File: config.mk
export PLATFORM = sky130hd
export DESIGN_NAME = cmd_param_bank
export DESIGN_NICKNAME = d
export VERILOG_FILES = /design/src/rtl/cmd_param_bank.sv
export SDC_FILE = /design/constraint.sdc
export NUM_CORES = 1
export LEC_CHECK = 0
export CORE_MARGIN = 1.5
export CORE_UTILIZATION = 40
export CTS_CLUSTER_DIAMETER = 150
export DETAILED_ROUTE_END_ITERATION = 12
export GPL_ROUTABILITY_DRIVEN = 0
export GPL_TIMING_DRIVEN = 0
export SKIP_CTS_REPAIR_TIMING = 1
export SKIP_LAST_GASP = 1
export SYNTH_ARGS = -nofsm -noshare
export SYNTH_HDL_FRONTEND = slang
export SYNTH_SLANG_ARGS = --single-unit
export TNS_END_PERCENT = 20
File: constraint.sdc
create_clock -name i_clk -period 4.1 [get_ports i_clk]
set_input_delay 0.82 -clock i_clk [delete_from_list [all_inputs] [get_ports i_clk]]
set_output_delay 0.82 -clock i_clk [all_outputs]
set_load 0.03 [all_outputs]
File: src/rtl/cmd_param_bank.sv
// Command-frame decoder and parameter bank: checks a frame, then updates flags,
// per-channel VC sweep sets (optionally staged behind COMMIT) and FAIMS timing.
module cmd_param_bank #(
    parameter int FRAME_BITS = 64,
    parameter int NCHAN      = 4,
    parameter int VC_W       = 12,
    parameter int STAGED     = 1
) (
    input  logic                    i_clk,
    input  logic                    i_rstn,
    input  logic                    i_frame_valid,
    output logic                    o_frame_ready,
    input  logic [FRAME_BITS-1:0]   i_mem,
    output logic [8:0]              o_flags,
    output logic [NCHAN*VC_W-1:0]   o_vc_step,
    output logic [NCHAN*VC_W-1:0]   o_vc_repeats,
    output logic [NCHAN*VC_W-1:0]   o_vc_start,
    output logic [NCHAN*VC_W-1:0]   o_vc_steps,
    output logic [NCHAN-1:0]        o_vc_reset,
    output logic [7:0]              o_faims_coil,
    output logic [9:0]              o_faims_period,
    output logic [9:0]              o_faims_pulse,
    output logic                    o_faims_reset,
    output logic [7:0]              o_err_cnt,
    output logic [NCHAN-1:0]        o_pending
);

    localparam int         NBYTES    = FRAME_BITS / 8;
    localparam logic [8:0] FLAGS_DEF = 9'h041;
    localparam logic [3:0] OP_FLAGS  = 4'd1;
    localparam logic [3:0] OP_VC     = 4'd2;
    localparam logic [3:0] OP_FAIMS  = 4'd3;
    localparam logic [3:0] OP_COMMIT = 4'd4;
    localparam logic [3:0] CHAN_ALL  = 4'hF;

    typedef logic [VC_W-1:0] vc_t;
    typedef struct packed {
        vc_t steps;
        vc_t start;
        vc_t repeats;
        vc_t step;
    } vc_set_t;

    localparam vc_set_t VC_DEF = '{steps: vc_t'(1024), start: vc_t'(0),
                                   repeats: vc_t'(1024), step: vc_t'(4)};

    // Fields arrive serially, so the lowest frame bit of a field is its MSB.
    function automatic logic [31:0] msb_first(input logic [FRAME_BITS-1:0] f,
                                              input int pos, input int w);
        logic [31:0] r;
        r = '0;
        for (int b = 0; b < w; b++) r[w-1-b] = f[pos+b];
        return r;
    endfunction

    logic [1:0]                  vld_q, vld_d;
    logic [FRAME_BITS-1:0]       frame_q, frame_d;
    logic [8:0]                  flags_q, flags_d;
    vc_set_t [NCHAN-1:0]         live_q, live_d;
    vc_set_t [NCHAN-1:0]         shadow_q, shadow_d;
    logic [NCHAN-1:0]            pending_q, pending_d;
    logic [NCHAN-1:0]            vc_reset_q, vc_reset_d;
    logic [7:0]                  coil_q, coil_d;
    logic [9:0]                  period_q, period_d;
    logic [9:0]                  pulse_q, pulse_d;
    logic                        faims_reset_q, faims_reset_d;
    logic [7:0]                  err_q, err_d;

    logic       accept;
    logic [3:0] opcode;
    logic [3:0] chan;
    logic [7:0] csum;
    logic       chan_ok;
    logic       frame_ok;
    vc_set_t    vc_new;

    // Busy for the two cycles a frame spends in check and update.
    assign o_frame_ready = ~|vld_q;

    always_comb begin
        accept  = i_frame_valid && o_frame_ready;
        vld_d   = {vld_q[0], accept};
        frame_d = accept ? i_mem : frame_q;

        opcode = frame_q[3:0];
        chan   = frame_q[7:4];
        csum   = '0;
        for (int i = 0; i < NBYTES; i++) csum = csum ^ frame_q[i*8 +: 8];
        chan_ok = 32'(chan) < NCHAN;

        frame_ok = 1'b0;
        if (csum == 8'h00) begin
            case (opcode)
                OP_FLAGS, OP_FAIMS: frame_ok = 1'b1;
                OP_VC:              frame_ok = chan_ok;
                OP_COMMIT:          frame_ok = chan_ok || (chan == CHAN_ALL);
                default:            frame_ok = 1'b0;
            endcase
        end

        vc_new.step    = vc_t'(msb_first(frame_q, 8,          VC_W));
        vc_new.repeats = vc_t'(msb_first(frame_q, 8 + VC_W,   VC_W));
        vc_new.start   = vc_t'(msb_first(frame_q, 8 + 2*VC_W, VC_W));
        vc_new.steps   = vc_t'(msb_first(frame_q, 8 + 3*VC_W, VC_W));

        flags_d       = flags_q;
        live_d        = live_q;
        shadow_d      = shadow_q;
        pending_d     = pending_q;
        coil_d        = coil_q;
        period_d      = period_q;
        pulse_d       = pulse_q;
        err_d         = err_q;
        vc_reset_d    = '0;
        faims_reset_d = 1'b0;

        if (vld_q[0]) begin
            if (!frame_ok) begin
                if (err_q != 8'hFF) err_d = err_q + 8'd1;
            end else begin
                case (opcode)
                    OP_FLAGS: flags_d = frame_q[16:8];
                    OP_VC: begin
                        for (int c = 0; c < NCHAN; c++) begin
                            if (chan == 4'(c)) begin
                                if (STAGED != 0) begin
                                    shadow_d[c]  = vc_new;
                                    pending_d[c] = 1'b1;
                                end else begin
                                    live_d[c]     = vc_new;
                                    vc_reset_d[c] = 1'b1;
                                end
                            end
                        end
                    end
                    OP_FAIMS: begin
                        coil_d        = 8'(msb_first(frame_q, 8, 8));
                        period_d      = 10'(msb_first(frame_q, 16, 10));
                        pulse_d       = 10'(msb_first(frame_q, 26, 10));
                        faims_reset_d = 1'b1;
                    end
                    OP_COMMIT: begin
                        // Only channels holding uncommitted data restart.
                        for (int c = 0; c < NCHAN; c++) begin
                            if (((chan == CHAN_ALL) || (chan == 4'(c))) && pending_q[c]) begin
                                live_d[c]     = shadow_q[c];
                                vc_reset_d[c] = 1'b1;
                                pending_d[c]  = 1'b0;
                            end
                        end
                    end
                    default: ;
                endcase
            end
        end
    end

    always_ff @(posedge i_clk) begin
        if (!i_rstn) begin
            vld_q         <= '0;
            frame_q       <= '0;
            flags_q       <= FLAGS_DEF;
            live_q        <= {NCHAN{VC_DEF}};
            shadow_q      <= {NCHAN{VC_DEF}};
            pending_q     <= '0;
            vc_reset_q    <= '0;
            coil_q        <= '0;
            period_q      <= '0;
            pulse_q       <= '0;
            faims_reset_q <= 1'b0;
            err_q         <= '0;
        end else begin
            vld_q         <= vld_d;
            frame_q       <= frame_d;
            flags_q       <= flags_d;
            live_q        <= live_d;
            shadow_q      <= shadow_d;
            pending_q     <= pending_d;
            vc_reset_q    <= vc_reset_d;
            coil_q        <= coil_d;
            period_q      <= period_d;
            pulse_q       <= pulse_d;
            faims_reset_q <= faims_reset_d;
            err_q         <= err_d;
        end
    end

    for (genvar c = 0; c < NCHAN; c++) begin : g_chan_out
        assign o_vc_step[c*VC_W +: VC_W]    = live_q[c].step;
        assign o_vc_repeats[c*VC_W +: VC_W] = live_q[c].repeats;
        assign o_vc_start[c*VC_W +: VC_W]   = live_q[c].start;
        assign o_vc_steps[c*VC_W +: VC_W]   = live_q[c].steps;
    end

    assign o_flags        = flags_q;
    assign o_vc_reset     = vc_reset_q;
    assign o_faims_coil   = coil_q;
    assign o_faims_period = period_q;
    assign o_faims_pulse  = pulse_q;
    assign o_faims_reset  = faims_reset_q;
    assign o_err_cnt      = err_q;
    assign o_pending      = pending_q;

endmodule

Yosys cells after proc, flatten, opt, wreduce, memory -nomap -nowiden
Cells that the tools add are included.
Widths: inputs -> output; s select.
{"block": "classes", "reduce_logical": 33, "bitwise": 8, "n_eq_ne": 17, "mux": 16, "magnitude_cmp": 1, "add_sub_neg": 1}
{"cell": "$xor 8x8->8", "count": 7}
{"cell": "$reduce_and 4->1", "count": 9}
{"cell": "$reduce_and 5->1", "count": 4}
{"cell": "$eq 4x2->1 const B", "count": 4}
{"cell": "$ne 2x2->1 const B", "count": 8}
{"cell": "$mux 1", "count": 14}
{"cell": "$reduce_and 3->1", "count": 4}
{"cell": "$add 8x1->8 const B", "count": 1}
{"cell": "$eq 4x1->1 const B", "count": 2}
{"cell": "$logic_not 8->1", "count": 1}
{"cell": "$ne 8x8->1 const B", "count": 1}
{"cell": "$pmux 4 s2", "count": 1}
{"cell": "$logic_and 1x1->1", "count": 5}
{"cell": "$logic_or 1x1->1", "count": 5}
{"cell": "$eq 4x3->1 const B", "count": 1}
{"cell": "$eq 4x4->1 const B", "count": 1}
{"cell": "$logic_not 4->1", "count": 1}
{"cell": "$lt 4x3->1 const B", "count": 1}
{"cell": "$reduce_or 2->1", "count": 2}
{"cell": "$pmux 1 s3", "count": 1}
{"cell": "$reduce_bool 2->1", "count": 1}
{"cell": "$logic_not 1->1", "count": 1}
{"cell": "$not 1->1", "count": 1}
{"block": "totals", "elab_cells": 121, "out_inout_bits": 247, "inputBits": 67, "ff_bits": 504}

Longest topological paths before layout
{"block": "depth", "word_depth": 11, "mapped_depth": 11, "ltp_nobuf": 7}

Least setup slack after synthesis
Ideal clock, no wire load.
{"block": "synth_path", "kind": "register to register", "start": "register frame_q[6]", "end": "register live_q (netlist bit o_vc_repeats[34])", "setup_time_ps": 137, "path_stages_with_launch": 12, "arrival_ps": 2356, "slack_ps": 1607, "period_less_slack_ps": 2493, "t_required_ps": 3963, "path_buffers": 4, "path_cell_list": "dfxtp_1 -> buf_4 -> or2_4 -> a211o_1 -> o2bb2ai_1 -> a211o_1 -> buf_6 -> or4_4 -> buf_6 -> buf_6 -> nand2_1 -> nand3_1"}
{"block": "synth_between", "elab_chain_len": 10, "word_cells_on_any_way": 17, "cone_classes": "1 x order compare; 2 x eq/ne; 2 x mux; 7 x bitwise; 5 x reduce/logical"}
{"element": "start: declaration", "line_no": "57", "rtl": "logic [FRAME_BITS-1:0] frame_q, frame_d;"}
{"element": "start signal: assignment", "line_no": "174", "rtl": "frame_q <= frame_d;"}
{"element": "$xor 8x8->8 (7 in series)", "line_no": "88", "rtl": "for (int i = 0; i < NBYTES; i++) csum = csum ^ frame_q[i*8 +: 8];"}
{"element": "$logic_not 8->1", "line_no": "92", "rtl": "if (csum == 8'h00) begin"}
{"element": "$mux 1", "line_no": "92"}
{"element": "$reduce_and 4->1 (no source line) (*)"}
{"element": "end signal: assignment", "line_no": "163", "rtl": "live_q <= {NCHAN{VC_DEF}};"}
{"element": "end signal: assignment", "line_no": "176", "rtl": "live_q <= live_d;"}
{"element": "end: declaration", "line_no": "59", "rtl": "vc_set_t [NCHAN-1:0] live_q, live_d;"}
Every way passes the cells marked *; elsewhere a longest branch is shown, timed or not.
A chain may end at the register's enable or synchronous reset.

Worst setup path in the final report
{"block": "layout_path", "start": "register frame_q[17]", "end": "register live_q (netlist bit o_vc_steps[26])"}
{"block": "layout_between", "elab_chain_len": 9}
{"element": "$xor 8x8->8 (6 in series)", "line_no": "88"}
{"element": "$logic_not 8->1", "line_no": "92"}
{"element": "$mux 1", "line_no": "92"}
{"element": "$reduce_and 4->1 (no source line)"}
No other way between the ends.

==> results.rst <==
.. list-table::
   :header-rows: 1

   * - Metric
     - Value
   * - Status
     - finished clean
   * - Clock tree buffer depth
     - 3
   * - Root buffer cell
     - clkbuf_16
   * - Clock latency at the later pin of the worst-skew pair
     - 610 ps
   * - Via count of the first global-routing pass
     - 15900
   * - Required time reported for the critical path endpoint
     - 4610 ps
   * - Transition at the pin with the smallest max-transition slack
     - 1250 ps
   * - Layout area overhead
     - 29.6%
   * - Count of antenna diodes in the layout
     - 0
   * - Top_reg_cell synth
     - dfxtp_1
   * - Total power per unit cell area
     - 427 nW/um2
   * - Worst slack after detailed placement
     - 491 ps
   * - Tot GR Track Use
     - 26.9%
   * - DR vias/cell
     - 5.03
   * - CP Launch Type
     - flop
   * - Final-report hold violation count
     - 0
   * - Horizontal die dimension
     - 219 um
   * - Number of vias after detailed routing
     - 16900
   * - Net Count, Synth
     - 2408
   * - Number of synthesized register bits
     - 504
   * - Yosys synthesis warning count
     - 0
   * - Number of nets in the layout
     - 2774
   * - Crit Path Class
     - flop to flop
   * - Die footprint
     - 48100 um2
   * - Remaining antenna violation count
     - 0
   * - IR Drop Worst-Case VDD
     - 0.309 mV
   * - Setup violation total in the final timing report
     - 0
   * - Die H
     - 219 um
   * - Core Area
     - 46400 um2
   * - Number of I/O pins
     - 314
   * - Total grt overflow
     - 0
   * - HPWL reported at the end of detailed placement
     - 48300 um
   * - Antenna violations before repair
     - 0
   * - Clock sink count
     - 504
   * - Detailed Route Iter0 Violations
     - 1147
   * - Pleak
     - 8.17 nW
   * - DR pass1 iterations
     - 7
   * - Critical Path AT
     - 4360 ps
   * - Worst-case setup margin in the final layout
     - 250 ps
   * - Number of unique standard cell types used by synthesis
     - 47
   * - DRC Markers
     - 0
   * - Clock edge transition at the registers on the reported setup and hold paths
     - 60 ps
   * - Highest clock rate
     - 0.260 GHz
   * - Fin crit period
     - 3850 ps
   * - Ys async rst share
     - 0%
   * - Maxcap violations
     - 0
   * - Post-synthesis cell area
     - 18700 um2
   * - Worst clock skew on the final layout
     - 25.4 ps
   * - Number of H-tree levels
     - 2
   * - Max transition margin
     - 16.6%
   * - Largest net degree at the start of global routing
     - 15
   * - Mean post-synth cell area
     - 8.00 um2
   * - Routed WL per cell
     - 19.7 um
   * - Number of max-slew violations in the final report
     - 0
   * - Aggregate routed wire length
     - 65900 um
   * - Sequential-to-total area share from yosys stat
     - 53.9%
   * - Number of buffers created by CTS
     - 52
   * - Multi-input combinational cell area
     - 7550 um2
   * - Number of cells produced by synthesis
     - 2340
   * - Top fanout value on the critical path
     - 10
   * - Count of input and output buffers
     - 312
   * - Share of layout cells above drive strength 1
     - 6.70%
   * - Count of flip-flops with a built-in enable after synthesis
     - 0
   * - CTS tree
     - yes
   * - Total Neg Setup Slack
     - 0 ps
   * - Final-layout fill cell count
     - 4469
   * - Starting density of the core
     - 40.4%
   * - Crit. End Element
     - flop
   * - Final critical-path share of the clock period
     - 93.9%
   * - Number of rows in the core area
     - 79
   * - Storage cell area
     - 10100 um2
   * - First-pass GRT wire length
     - 95800 um
   * - Hold crit path type
     - flop to flop
   * - RSZ-0062 raised after global routing
     - no
## registers in the layout, summed over array words and instances (netlist names)
name	cells
frame_q	64
o_err_cnt	8
o_faims_coil	8
o_faims_period	10
o_faims_pulse	10
o_faims_reset	1
o_flags	9
o_pending	4
o_vc_repeats	48
o_vc_reset	4
o_vc_start	48
o_vc_step	48
o_vc_steps	48
shadow_q	192
vld_q	2
## layout by cell type, fill, tap and decap left out, types with 6 or more instances in the layout
cell and count:
xnor2_1 53, a21oi_1 460, buf_1 9, clkinv_2 12, dfxtp_1 504, or4_4 8, buf_4 14, nand2_1 974
buf_6 30, nor4_4 9, buf_2 38, nor2_1 17, nand3_1 33, clkdlybuf4s50_1 312, clkbuf_8 11, o31ai_1 6
mux2i_1 10, clkbuf_16 52, clkbuf_1 118
## layout make-up
type	instances	share of cell area [%]
plain buffers	198	4.40
clock buffers	74	6.16
clock inverters	19	0.696
inverters	5	0.0773
multi-input cells	1633	31.1
flip-flops and latches	504	41.6
well taps	607	3.13
repair buffers	312	12.9
## per-stage QoR
stage,util [%],total power [W],instances,hold slack [ps],area [um2]
global placement,48.8,0.00579,3259,438,22600
detailed placement,48.8,0.00580,3259,443,22600
floorplan,-,0.00551,2340,432,18700
CTS,52.4,0.0104,3352,451,24300
global route,52.4,0.0107,3352,468,24300
finish,52.4,0.0104,3352,450,24300
## final timing paths
kind	start	end	slack, ps	cells after the start
setup / recovery	frame_q[17]$_SDFFE_PN0P_	o_vc_steps[26]$_SDFFE_PN0P_	250	11
hold / removal	o_vc_steps[4]$_SDFFE_PN0P_	o_vc_steps[4]$_SDFFE_PN0P_	450	2
setup reg to reg	frame_q[17]$_SDFFE_PN0P_	o_vc_steps[26]$_SDFFE_PN0P_	250	11
hold reg to reg	o_vc_steps[4]$_SDFFE_PN0P_	o_vc_steps[4]$_SDFFE_PN0P_	450	2
## Yosys cell counts (3+ instances only)
cell type,n,area (um2)
nand2_1,974,3660
nand2b_1,3,18.8
and2_1,5,31.3
nand4_1,4,25.0
or4_4,8,90.1
or3_1,5,31.3
a211oi_1,3,22.5
nor4_1,4,25.0
xnor2_1,53,464
nand3_1,33,165
buf_4,14,105
or4_1,5,37.5
clkbuf_1,107,402
xor2_1,3,26.3
o31ai_1,6,45.0
o21ai_0,3,15.0
mux2i_1,10,100
inv_1,5,18.8
buf_1,9,33.8
dfxtp_1,504,10100
buf_6,30,338
buf_2,38,190
a21oi_1,460,2300
nor2_1,17,63.8
nor4_4,9,191
## kinds of logic after synthesis
family | after synthesis | synth area share (%)
simple gates | 1081 | 23.9
fa+ha+maj | 1 | 0.0668
mux | 10 | 0.535
compound gates | 485 | 13.2
xor+xnor | 56 | 2.62
buf+inv | 203 | 5.81
flops | 504 | 53.9
## power breakdown
part	leakage [nW]	internal, W	switching (W)	total, W
clock network	0.824	0.00266	0.00199	0.00465
logic	3.28	0.000223	0.000488	0.000711
registers	4.07	0.00494	0.0000546	0.00499
total	8.17	0.00782	0.00253	0.0104
## worst max-delay path: stages (launching register included)
cell,delay [ps]
dfxtp_1,300
clkbuf_1,770
xnor2_1,230
xnor2_1,270
xnor2_1,150
nand4_1,190
buf_2,320
nor4_4,690
buf_2,370
buf_4,210
nand2_1,90
a21oi_1,150
## routing by layer
| layer | wire (um) | up-vias | track usage, % |
|---|---|---|---|
| li1 | - | 8282 | - |
| met1 | 28300 | 7833 | 35.2 |
| met2 | 29600 | 624 | 42.3 |
| met3 | 5320 | 133 | 6.03 |
| met4 | 2690 | 0 | 11.6 |
| met5 | 0 | - | 0 |
(Power assumes the default switching activity.)
